$ cat config.mk
export PLATFORM = sky130hd
export DESIGN_NAME = val2_shift_sequencer
export DESIGN_NICKNAME = d
export VERILOG_FILES = /design/src/rtl/val2_shift_sequencer.sv
export SDC_FILE = /design/constraint.sdc
export NUM_CORES = 1
export LEC_CHECK = 0
export ABC_AREA = 1
export CAP_MARGIN = 20
export CELL_PAD_IN_SITES_DETAIL_PLACEMENT = 1
export CELL_PAD_IN_SITES_GLOBAL_PLACEMENT = 2
export CORE_UTILIZATION = 27
export CTS_CLUSTER_DIAMETER = 40
export CTS_CLUSTER_SIZE = 12
export DETAILED_ROUTE_END_ITERATION = 6
export GPL_TIMING_DRIVEN = 0
export PLACE_DENSITY_LB_ADDON = 0.1
export SLEW_MARGIN = 0
export SYNTH_ARGS = -nofsm -noshare
export SYNTH_HDL_FRONTEND = slang
export SYNTH_SLANG_ARGS = --single-unit
$ cat constraint.sdc
create_clock -name clk -period 3 [get_ports clk]
set_clock_uncertainty 0.15 [all_clocks]
set_input_delay 0.6 -clock clk [delete_from_list [all_inputs] [get_ports clk]]
set_output_delay 0.6 -clock clk [all_outputs]
set_load 0.01 [all_outputs]
$ cat src/rtl/val2_shift_sequencer.sv
// rtl/val2_shift_sequencer.sv - Val2 operand sequencer with multi-cycle register-amount shifts
// Optional: VAL2_SEQ_EARLY_EXIT_EN ends a shift early once the accumulator can no longer change.
module val2_shift_sequencer #(
  parameter int STEP = 8
) (
  input  logic        clk,
  input  logic        rst,
  input  logic        req,
  input  logic        flush,
  input  logic        mem_cmd,
  input  logic        imm,
  input  logic        reg_shift,
  input  logic [11:0] shift_operand,
  input  logic [31:0] val_rm,
  input  logic [7:0]  rs_val,
  output logic        ready,
  output logic        busy,
  output logic        done,
  output logic [31:0] val_2
);

  localparam logic [1:0] S_IDLE  = 2'd0;
  localparam logic [1:0] S_SHIFT = 2'd1;
  localparam logic [1:0] S_DONE  = 2'd2;

  localparam logic [1:0] T_LSL = 2'd0;
  localparam logic [1:0] T_LSR = 2'd1;
  localparam logic [1:0] T_ASR = 2'd2;
  localparam logic [1:0] T_ROR = 2'd3;

  localparam logic [5:0] STEP_AMT = 6'(STEP);

  logic [1:0]  r_state;
  logic [31:0] r_val2;
  logic [31:0] r_acc;
  logic [5:0]  r_rem;
  logic [1:0]  r_type;

  logic [1:0]  w_type;
  logic [5:0]  w_r;
  logic        w_single;
  logic [31:0] w_single_val;
  logic [5:0]  w_step;
  logic [31:0] w_acc_next;
  logic [5:0]  w_rem_next;
  logic        w_early;

  // Shift amounts reach 32 only for LSL/LSR/ASR, where SV shift semantics give 0 / sign fill.
  function automatic logic [31:0] f_shift(input logic [31:0] v, input logic [1:0] t,
                                          input logic [5:0] s);
    logic [31:0] res;
    case (t)
      T_LSL:   res = v << s;
      T_LSR:   res = v >> s;
      T_ASR:   res = 32'($signed(v) >>> s);
      default: res = (v >> s) | (v << (6'd32 - s));
    endcase
    return res;
  endfunction

  assign w_type = shift_operand[6:5];
  assign w_r    = (w_type == T_ROR) ? {1'b0, rs_val[4:0]} :
                  (rs_val >= 8'd32) ? 6'd32 : rs_val[5:0];

  assign w_single = mem_cmd | imm | ~reg_shift | (w_r == 6'd0);

  always_comb begin
    w_single_val = val_rm;
    if (mem_cmd)
      w_single_val = {20'b0, shift_operand};
    else if (imm)
      w_single_val = f_shift({24'b0, shift_operand[7:0]}, T_ROR,
                             {1'b0, shift_operand[11:8], 1'b0});
    else if (!reg_shift)
      w_single_val = f_shift(val_rm, w_type, {1'b0, shift_operand[11:7]});
  end

  assign w_step     = (r_rem < STEP_AMT) ? r_rem : STEP_AMT;
  assign w_acc_next = f_shift(r_acc, r_type, w_step);
  assign w_rem_next = r_rem - w_step;

`ifdef VAL2_SEQ_EARLY_EXIT_EN
  assign w_early = (((r_type == T_LSL) || (r_type == T_LSR)) && (r_acc == 32'd0)) ||
                   ((r_type == T_ASR) && ((r_acc == 32'd0) || (&r_acc)));
`else
  assign w_early = 1'b0;
`endif

  always_ff @(posedge clk) begin
    if (!rst) begin
      r_state <= S_IDLE;
      r_val2  <= 32'd0;
      r_acc   <= 32'd0;
      r_rem   <= 6'd0;
      r_type  <= T_LSL;
    end else if (flush) begin
      r_state <= S_IDLE;
    end else begin
      case (r_state)
        S_SHIFT: begin
          if (w_early) begin
            r_val2  <= r_acc;
            r_state <= S_DONE;
          end else begin
            r_acc <= w_acc_next;
            r_rem <= w_rem_next;
            if (w_rem_next == 6'd0) begin
              r_val2  <= w_acc_next;
              r_state <= S_DONE;
            end
          end
        end
        default: begin
          // IDLE and DONE both accept a new request.
          if (req) begin
            if (w_single) begin
              r_val2  <= w_single_val;
              r_state <= S_DONE;
            end else begin
              r_acc   <= val_rm;
              r_rem   <= w_r;
              r_type  <= w_type;
              r_state <= S_SHIFT;
            end
          end else begin
            r_state <= S_IDLE;
          end
        end
      endcase
    end
  end

  assign ready = (r_state != S_SHIFT);
  assign busy  = (r_state == S_SHIFT);
  assign done  = (r_state == S_DONE);
  assign val_2 = r_val2;

endmodule

==> key figures, run 1 <==
Floorplanning
  – I/O pin count: 94
  – Initial Util: 0.275
  – Die area: ~0.053 mm^2
  – Die height: 231 um
  – Std-Cell Rows: 83
  – Core region area: around 0.052 mm^2
  – Die Span X: 231 um

Routing
  – Routed WL per cell: 31.8 um
  – Wire length on met3: approximately 17,000 um
  – Highest routed layer: met5
  – Number of routed nets with antenna violations: 0
  – Detailed-route DRC error count: 0
  – WL met2: 46,300 um
  – Detailed-routing iteration count for the pre-antenna-repair pass: 5
  – Initial DRC count: ~3.1k
  – Wire length on met1: 52,300 um
  – Vias per inst: ~6.1
  – Final wirelength: 120,000 um
  – Routed via count: about 23k

Yosys
  – Number of enable flip-flop cells after synthesis: 0
  – Number of unique standard cell types used by synthesis: 57
  – Asr flop ratio synth: 0
  – Seq cells post-synth: 74
  – Post-synthesis compound-gate area fraction: 0.232
  – Top cell type by total area after synthesis: nand2_1
  – Multiplexer area fraction after synthesis: 0.000706
  – Net count after synthesis: around 3.0k
  – Share of Yosys cell area claimed by the top area cell type: 0.299
  – XOR/XNOR Fraction of Synth Area: 0.00300
  – Synthesized area divided by synthesized cell count: 4.87 um^2
  – Top cells by instance count after synthesis: nand2_1, nand3_1, o21ai_0
  – Cell with the most instances after synthesis: nand2_1
  – Main combinational cell family by area after synthesis: simple AND/OR/NAND/NOR gates
  – Dominant synthesized flop cell: dfxtp_1
  – Number of synthesis warnings: 0
  – Simple-Gate Fraction of Synth Area: 0.544
  – Post-Synthesis Cells: 2,910
  – Fraction of the mapped netlist area in adder cells: 0.00442
  – Sequential share of the synthesized area: 0.105
  – Ranking of synthesized cells by area: nand2_1, nand3_1, dfxtp_1, o21ai_0, a21oi_1
  – Synthesized cell area: 0.0142 mm^2

Global routing
  – Aggregate global-route resource usage: 0.432
  – Antenna violations before repair: 6
  – Number of global-route vias before repair: ~22k
  – Sum of overflow across all layers after global routing: 0
  – First-pass GRT wire length: approximately 160,000 um
  – Pin count of the biggest net entering global routing: 14

Pwr
  – Static leakage: 8.82 nW
  – Max VDD drop: 0.000301 V
  – Power per cell area: 330 mW/mm^2

Clock tree
  – Number of buffers added by the clock tree synthesis step: 9
  – Clk sinks: 74
  – H-tree Lvls: 3
  – Deepest clock path buffer count: 2
  – CTS tree: yes
  – Root cell of the clock tree: clkbuf_16
  – Clock-pin slew on the worst setup and hold paths: 0.06 ns
  – Clock insertion delay at the later pin of the skew report: 0.35 ns
  – Hold_buf cts: 0

STA
  – RSZ-0062 raised after global routing: true
  – Time the final worst path needs with I/O delays and setup: 3.07 ns
  – Final worst-path cycle share: 1.02
  – Final worst hold slack: about 0.36 ns
  – Post-route setup slack: -0.0738 ns
  – Hold violation total from the final report: 0
  – Slew at the pin with the worst max-slew slack: 0.988 ns
  – Maximum frequency from static timing analysis: 325 MHz
  – Setup TNS: -0.564 ns
  – Total setup violations reported at the end of the flow: 16
  – Number of pins with negative max-slew slack in the final report: 0
  – Worst slew margin relative to its limit: 0.341

Worst setup path
  – Crit start category: primary input
  – Required time of the worst setup path: 3.13 ns
  – Worst Reg-to-Reg Cells: 13
  – Worst Setup Path Type: in2reg
  – Worst reg2reg path startpoint: r_rem[5]
  – Largest driver fanout on the critical path: 4
  – CP endpoint kind: flip-flop
  – Register-to-register path setup slack: 0.02 ns
  – Data arrival time of the critical path: roughly 3.2 ns
  – R2R Path End: val_2[1]

Place
  – Pre-CTS WS: -2.34 ns
  – Sum of net half-perimeters after detailed placement: between 90,000 and 100,000 um
  – Placement Cell Area: 0.0159 mm^2
  – # placed instances: 3,677
  – Routability Congestion: between 1 and 1.5
  – Number of buffers inserted by port buffering: 87

Min path
  – Worst hold path cell count: 2
  – Start point of the worst min-delay path: r_rem[4]
  – Hold Path Sink: r_rem[4]
  – Worst min path class: reg2reg

Finish
  – Total number of nets in the final design: 3,144
  – Layout overhead on the synthesized area: 32.9%
  – Design Area, Final: 0.0188 mm^2
  – Share of layout cells above drive strength 1: 0.177
  – Fin cells: 3,767
  – # fillers: 7,139

Run
  – Number of max-cap violations: 0

Run status
  – Outcome: finished with violations
  – Failing checks: setup timing
how the worst max path moves through the flow:
| stage | startpoint | to | cells after the start |
|---|---|---|---|
| finish | val_rm[10] | val_2[15] | 12 |
| detailed placement | shift_operand[8] | val_2[24] | 17 |
| floorplan | shift_operand[8] | val_2[26] | 19 |
| global route | r_rem[5] | val_2[20] | 14 |
| global placement | shift_operand[8] | val_2[24] | 17 |
| CTS | r_rem[4] | val_2[26] | 21 |
cells in the final DEF, fill, tap and decap left out, types with 15 or more instances in the layout:
cell type / count
nand2_2: 59
nand4_1: 27
clkbuf_2: 56
inv_2: 17
buf_2: 26
clkdlybuf4s50_1: 52
o211ai_1: 39
nand2_4: 18
o21ai_2: 18
nand3_1: 323
nand3_2: 52
nor3_1: 15
clkbuf_1: 42
o21ai_1: 42
buf_6: 21
a21oi_1: 196
buf_12: 17
nand2_1: 1058
nor2_4: 28
nor2_2: 15
inv_1: 175
nor2_1: 173
dfxtp_1: 70
nand3_4: 21
o21ai_0: 224
a21oi_2: 20
buf_4: 71
cells by family (layout without fill, tap and decap cells):
kind of cell,after synthesis,in the layout
compound gates,609,609
xor+xnor,4,4
fa+ha+maj,5,5
buf+inv,390,565
flops,74,74
mux,1,1
other cells,1,3
simple gates,1826,1826
cell type report:
| cell class | instances | area, um^2 | share of cell area |
|---|---|---|---|
| sequential | 74 | 1490 | 0.0790 |
| timing repair inverter | 1 | 7.51 | 0.000399 |
| buffer | 181 | 1280 | 0.0678 |
| timing repair buffer | 162 | 1560 | 0.0826 |
| inverter | 205 | 816 | 0.0433 |
| tap | 680 | 851 | 0.0452 |
| multi-input combinational | 2446 | 12500 | 0.663 |
| antenna | 2 | 5.00 | 0.000266 |
| clock inverter | 6 | 115 | 0.00612 |
| clock buffer | 10 | 229 | 0.0122 |
worst max-delay path, cell delays in order:
cell and delay, ns:
dlygate4sd2_1 0.53, nand2_1 0.17, and2_1 0.26, o21ai_1 0.32
nand2_1 0.09, nand2_1 0.19, o21ai_1 0.20, o21ai_0 0.23
nor2_1 0.10, o21ai_2 0.23, nand2_1 0.10, a21oi_1 0.16
per-stage QoR:
stage,power [mW],utilization
6_report,6.22,0.365
5_1_grt,6.37,0.365
4_1_cts,5.83,0.350
3_5_place_dp,4.17,0.308
3_3_place_gp,4.17,0.308
2_1_floorplan,2.75,-
state kept, by name, indices dropped and copies added, names as in the netlist:
signal	count
r_state	2
val_2	32
r_type	2
r_acc	32
r_rem	6
layer usage:
metal / global-route usage / up-vias
li1: - / 9943
met1: 0.626 / 11300
met2: 0.589 / 1573
met3: 0.136 / 228
met4: 0.142 / 4
met5: 0 / -
repair_timing:
item / 4_1_cts / 5_1_grt
gates cloned: 4 / 5
pin swaps: 68 / 61
setup endpoints to repair: 73 / 72
resized for setup: 486 / 212
setup buffers: 45 / 23
power by group:
group	internal (mW)	total [mW]	leakage (nW)	switching, mW
logic	1.10	3.87	8.05	2.77
registers	1.03	1.08	0.606	0.0455
clock network	0.816	1.27	0.163	0.456
No activity file was read; power rests on OpenSTA's default activity.
==> inputs of run 2 (changes only) <==
--- a/config.mk
+++ b/config.mk
@@ -14,6 +14,7 @@
 export CTS_CLUSTER_SIZE = 12
 export DETAILED_ROUTE_END_ITERATION = 6
 export GPL_TIMING_DRIVEN = 0
+export HOLD_SLACK_MARGIN = 0.03
 export PLACE_DENSITY_LB_ADDON = 0.1
 export SLEW_MARGIN = 0
 export SYNTH_ARGS = -nofsm -noshare
==> results of run 2 <==
Same layout as run 1: the final DEF is identical, and so are final timing and power.
==> inputs of run 3 (changes only) <==
--- a/config.mk
+++ b/config.mk
@@ -9,9 +9,10 @@
 export CAP_MARGIN = 20
 export CELL_PAD_IN_SITES_DETAIL_PLACEMENT = 1
 export CELL_PAD_IN_SITES_GLOBAL_PLACEMENT = 2
+export CORE_MARGIN = 1.5
 export CORE_UTILIZATION = 27
 export CTS_CLUSTER_DIAMETER = 40
-export CTS_CLUSTER_SIZE = 12
+export CTS_CLUSTER_SIZE = 16
 export DETAILED_ROUTE_END_ITERATION = 6
 export GPL_TIMING_DRIVEN = 0
 export HOLD_SLACK_MARGIN = 0.03
==> key figures, run 3 (synthesized netlist as in run 1, its figures left out) <==
Pwr
  – Fraction of power consumed by the clock network: 0.191 (was 0.205)
  – Comb pwr share: 0.630 (was 0.622)
  – Sw frac: 0.537 (was 0.526)
  – Max VDD drop: 0.000379 V (was 0.000301 V)
  – Share of power burned in registers: 0.179 (was 0.173)
  – Post-layout power: 5.99 mW (was 6.22 mW)
  – Internal power component: 2.78 mW (was 2.95 mW)
  – Power per cell area: 322 mW/mm^2 (was 330 mW/mm^2)
  – Static leakage: 8.77 nW (was 8.82 nW)
  – Net switching power: 3.22 mW (was 3.27 mW)

STA
  – Hold violation total from the final report: 0 (unchanged)
  – Final worst hold slack: 0.385 ns (was 0.364 ns)
  – Maximum frequency from static timing analysis: 328 MHz (was 325 MHz)
  – RSZ-0062 raised after global routing: true (unchanged)
  – Number of pins with negative max-slew slack in the final report: 0 (unchanged)
  – Worst slew margin relative to its limit: 0.288 (was 0.341)
  – Post-route setup slack: -0.0456 ns (was -0.0738 ns)
  – Slew at the pin with the worst max-slew slack: 1.07 ns (was 0.988 ns)
  – Final worst-path cycle share: 1.02 (about the same)
  – Total setup violations reported at the end of the flow: 8 (was 16)
  – Time the final worst path needs with I/O delays and setup: 3.05 ns (was 3.07 ns)

Finish
  – Multi-input gate area: 0.0123 mm^2 (was 0.0125 mm^2)
  – Share of layout cells above drive strength 1: 0.169 (was 0.177)
  – Area occupied by registers: 0.00149 mm^2 (about the same)
  – Layout overhead on the synthesized area: 31.3% (was 32.9%)
  – Most used cells in the layout excluding fill and tap cells: nand2_1, nand3_1, o21ai_0, a21oi_1 (was nand2_1, nand3_1, o21ai_0, a21oi_1, inv_1)
  – Leading cell type in the layout, fill and taps excluded: nand2_1 (unchanged)
  – # fillers: 7,144 (was 7,139)
  – Total number of nets in the final design: 3,141 (was 3,144)

Global routing
  – Aggregate global-route resource usage: 0.426 (was 0.432)
  – First-pass GRT wire length: 164,000 um (about the same)
  – Pin count of the biggest net entering global routing: 20 (was 14)
  – Sum of overflow across all layers after global routing: 0 (unchanged)
  – Antenna violations before repair: 7 (was 6)
  – Number of global-route vias before repair: 21.9k (was 21.8k)

Routing
  – Routed via count: 23.0k (about the same)
  – Initial DRC count: 3,076 (was 3,098)
  – Vias per inst: 6.12 (about the same)
  – Detailed-route DRC error count: 0 (unchanged)
  – Final wirelength: 118,000 um (was 120,000 um)
  – Routed WL per cell: 31.5 um (was 31.8 um)
  – Number of routed nets with antenna violations: 0 (unchanged)
  – Detailed-routing iteration count for the pre-antenna-repair pass: 5 (unchanged)

Worst setup path
  – Crit start category: primary input (unchanged)
  – CP endpoint kind: flip-flop (unchanged)
  – Largest driver fanout on the critical path: 10 (was 4)
  – Data arrival time of the critical path: 3.14 ns (was 3.20 ns)
  – Worst Setup Path Type: in2reg (unchanged)
  – Required time of the worst setup path: 3.10 ns (was 3.13 ns)

Floorplanning
  – Die Span X: 232 um (was 231 um)
  – I/O pin count: 94 (unchanged)
  – Initial Util: 0.275 (unchanged)
  – Die height: 232 um (was 231 um)
  – Die area: 0.0539 mm^2 (was 0.0534 mm^2)
  – Core region area: 0.0516 mm^2 (unchanged)
  – Std-Cell Rows: 83 (unchanged)

Place
  – Routability Congestion: 1.07 (about the same)
  – Sum of net half-perimeters after detailed placement: 95,800 um (was 96,800 um)
  – Number of buffers inserted by port buffering: 87 (unchanged)

Run
  – Number of max-cap violations: 0 (unchanged)

Clock tree
  – Clock-pin slew on the worst setup and hold paths: 0.07 ns (was 0.06 ns)
  – H-tree Lvls: 3 (unchanged)
  – Root cell of the clock tree: clkbuf_16 (unchanged)
  – CTS tree: yes (unchanged)
  – Clock insertion delay at the later pin of the skew report: 0.35 ns (about the same)
  – Number of buffers added by the clock tree synthesis step: 9 (unchanged)
  – Deepest clock path buffer count: 2 (unchanged)
  – Clk sinks: 74 (unchanged)

Run status
  – Outcome: finished with violations (unchanged)
  – Failing checks: setup timing (unchanged)

Min path
  – Worst min path class: reg2reg (unchanged)
[run 3: metal layers]
metal | GRT usage | routed length (um)
met1 | 0.619 | 52800
met4 | 0.139 | 4560
met2 | 0.578 | 45300
met3 | 0.137 | 15700
met5 | 0.0165 | 142
[run 3: area by class of cell]
type                    count  area share
flip-flops and latches     74      0.0803
repair buffers            160      0.0824
clock buffers              11      0.0131
inverters                 205      0.0433
clock inverters             5     0.00336
plain buffers             181      0.0706
diodes                      5    0.000673
multi-input cells        2446       0.661
well taps                 680      0.0458
[run 3: repair_timing]
action,4_1_cts,5_1_grt
hold buffers,0,0
buffers inserted,42,26
resized for setup,466,196
endpoints found under the setup margin,73,69
cloned,3,2
pin swaps,48,40
[run 3: metrics by stage]
stage | worst slack, ns | instances | cell area [um^2] | utilization | setup TNS (ns)
final | -0.0456 | 3767 | 18600 | 0.360 | -0.235
after global routing | -0.0356 | 3762 | 18600 | 0.360 | -0.110
after CTS | -0.0191 | 3736 | 18000 | 0.348 | -0.0191
after detailed placement | -2.36 | 3677 | 15900 | 0.308 | -97.56
after global placement | -2.35 | 3677 | 15900 | 0.308 | -94.12
after floorplan | 0.0239 | 2910 | 14200 | - | 0
[run 3: final timing paths]
| check | startpoint | end | slack, ns | cells after the start |
|---|---|---|---|---|
| worst max-delay path | shift_operand[11] | val_2[29] | -0.05 | 12 |
| worst max register to register | r_rem[5] | val_2[23] | 0.04 | 16 |
| worst min register to register | r_rem[4] | r_rem[4] | 0.38 | 2 |
| worst min-delay path | r_rem[4] | r_rem[4] | 0.38 | 2 |
[run 3: power groups by stage]
| stage | Combinational [mW] | Sequential, mW | Clock (mW) |
|---|---|---|---|
| after floorplan | 1.66 | 1.09 | 0 |
| after global placement | 3.06 | 1.09 | 0 |
| after detailed placement | 3.06 | 1.09 | 0 |
| after CTS | 3.43 | 1.07 | 1.14 |
| after global routing | 3.89 | 1.08 | 1.19 |
| final | 3.77 | 1.08 | 1.14 |
[run 3: worst max-delay path, cell delays in order]
cell and delay [ns]:
clkbuf_2 0.37, clkbuf_2 0.43, clkbuf_1 0.70, nand3_1 0.17, nand3_1 0.18, nand3_1 0.13
nand3_2 0.15, nand2_2 0.09, nand2_4 0.09, nand3_4 0.10, nand2_2 0.08, inv_1 0.03
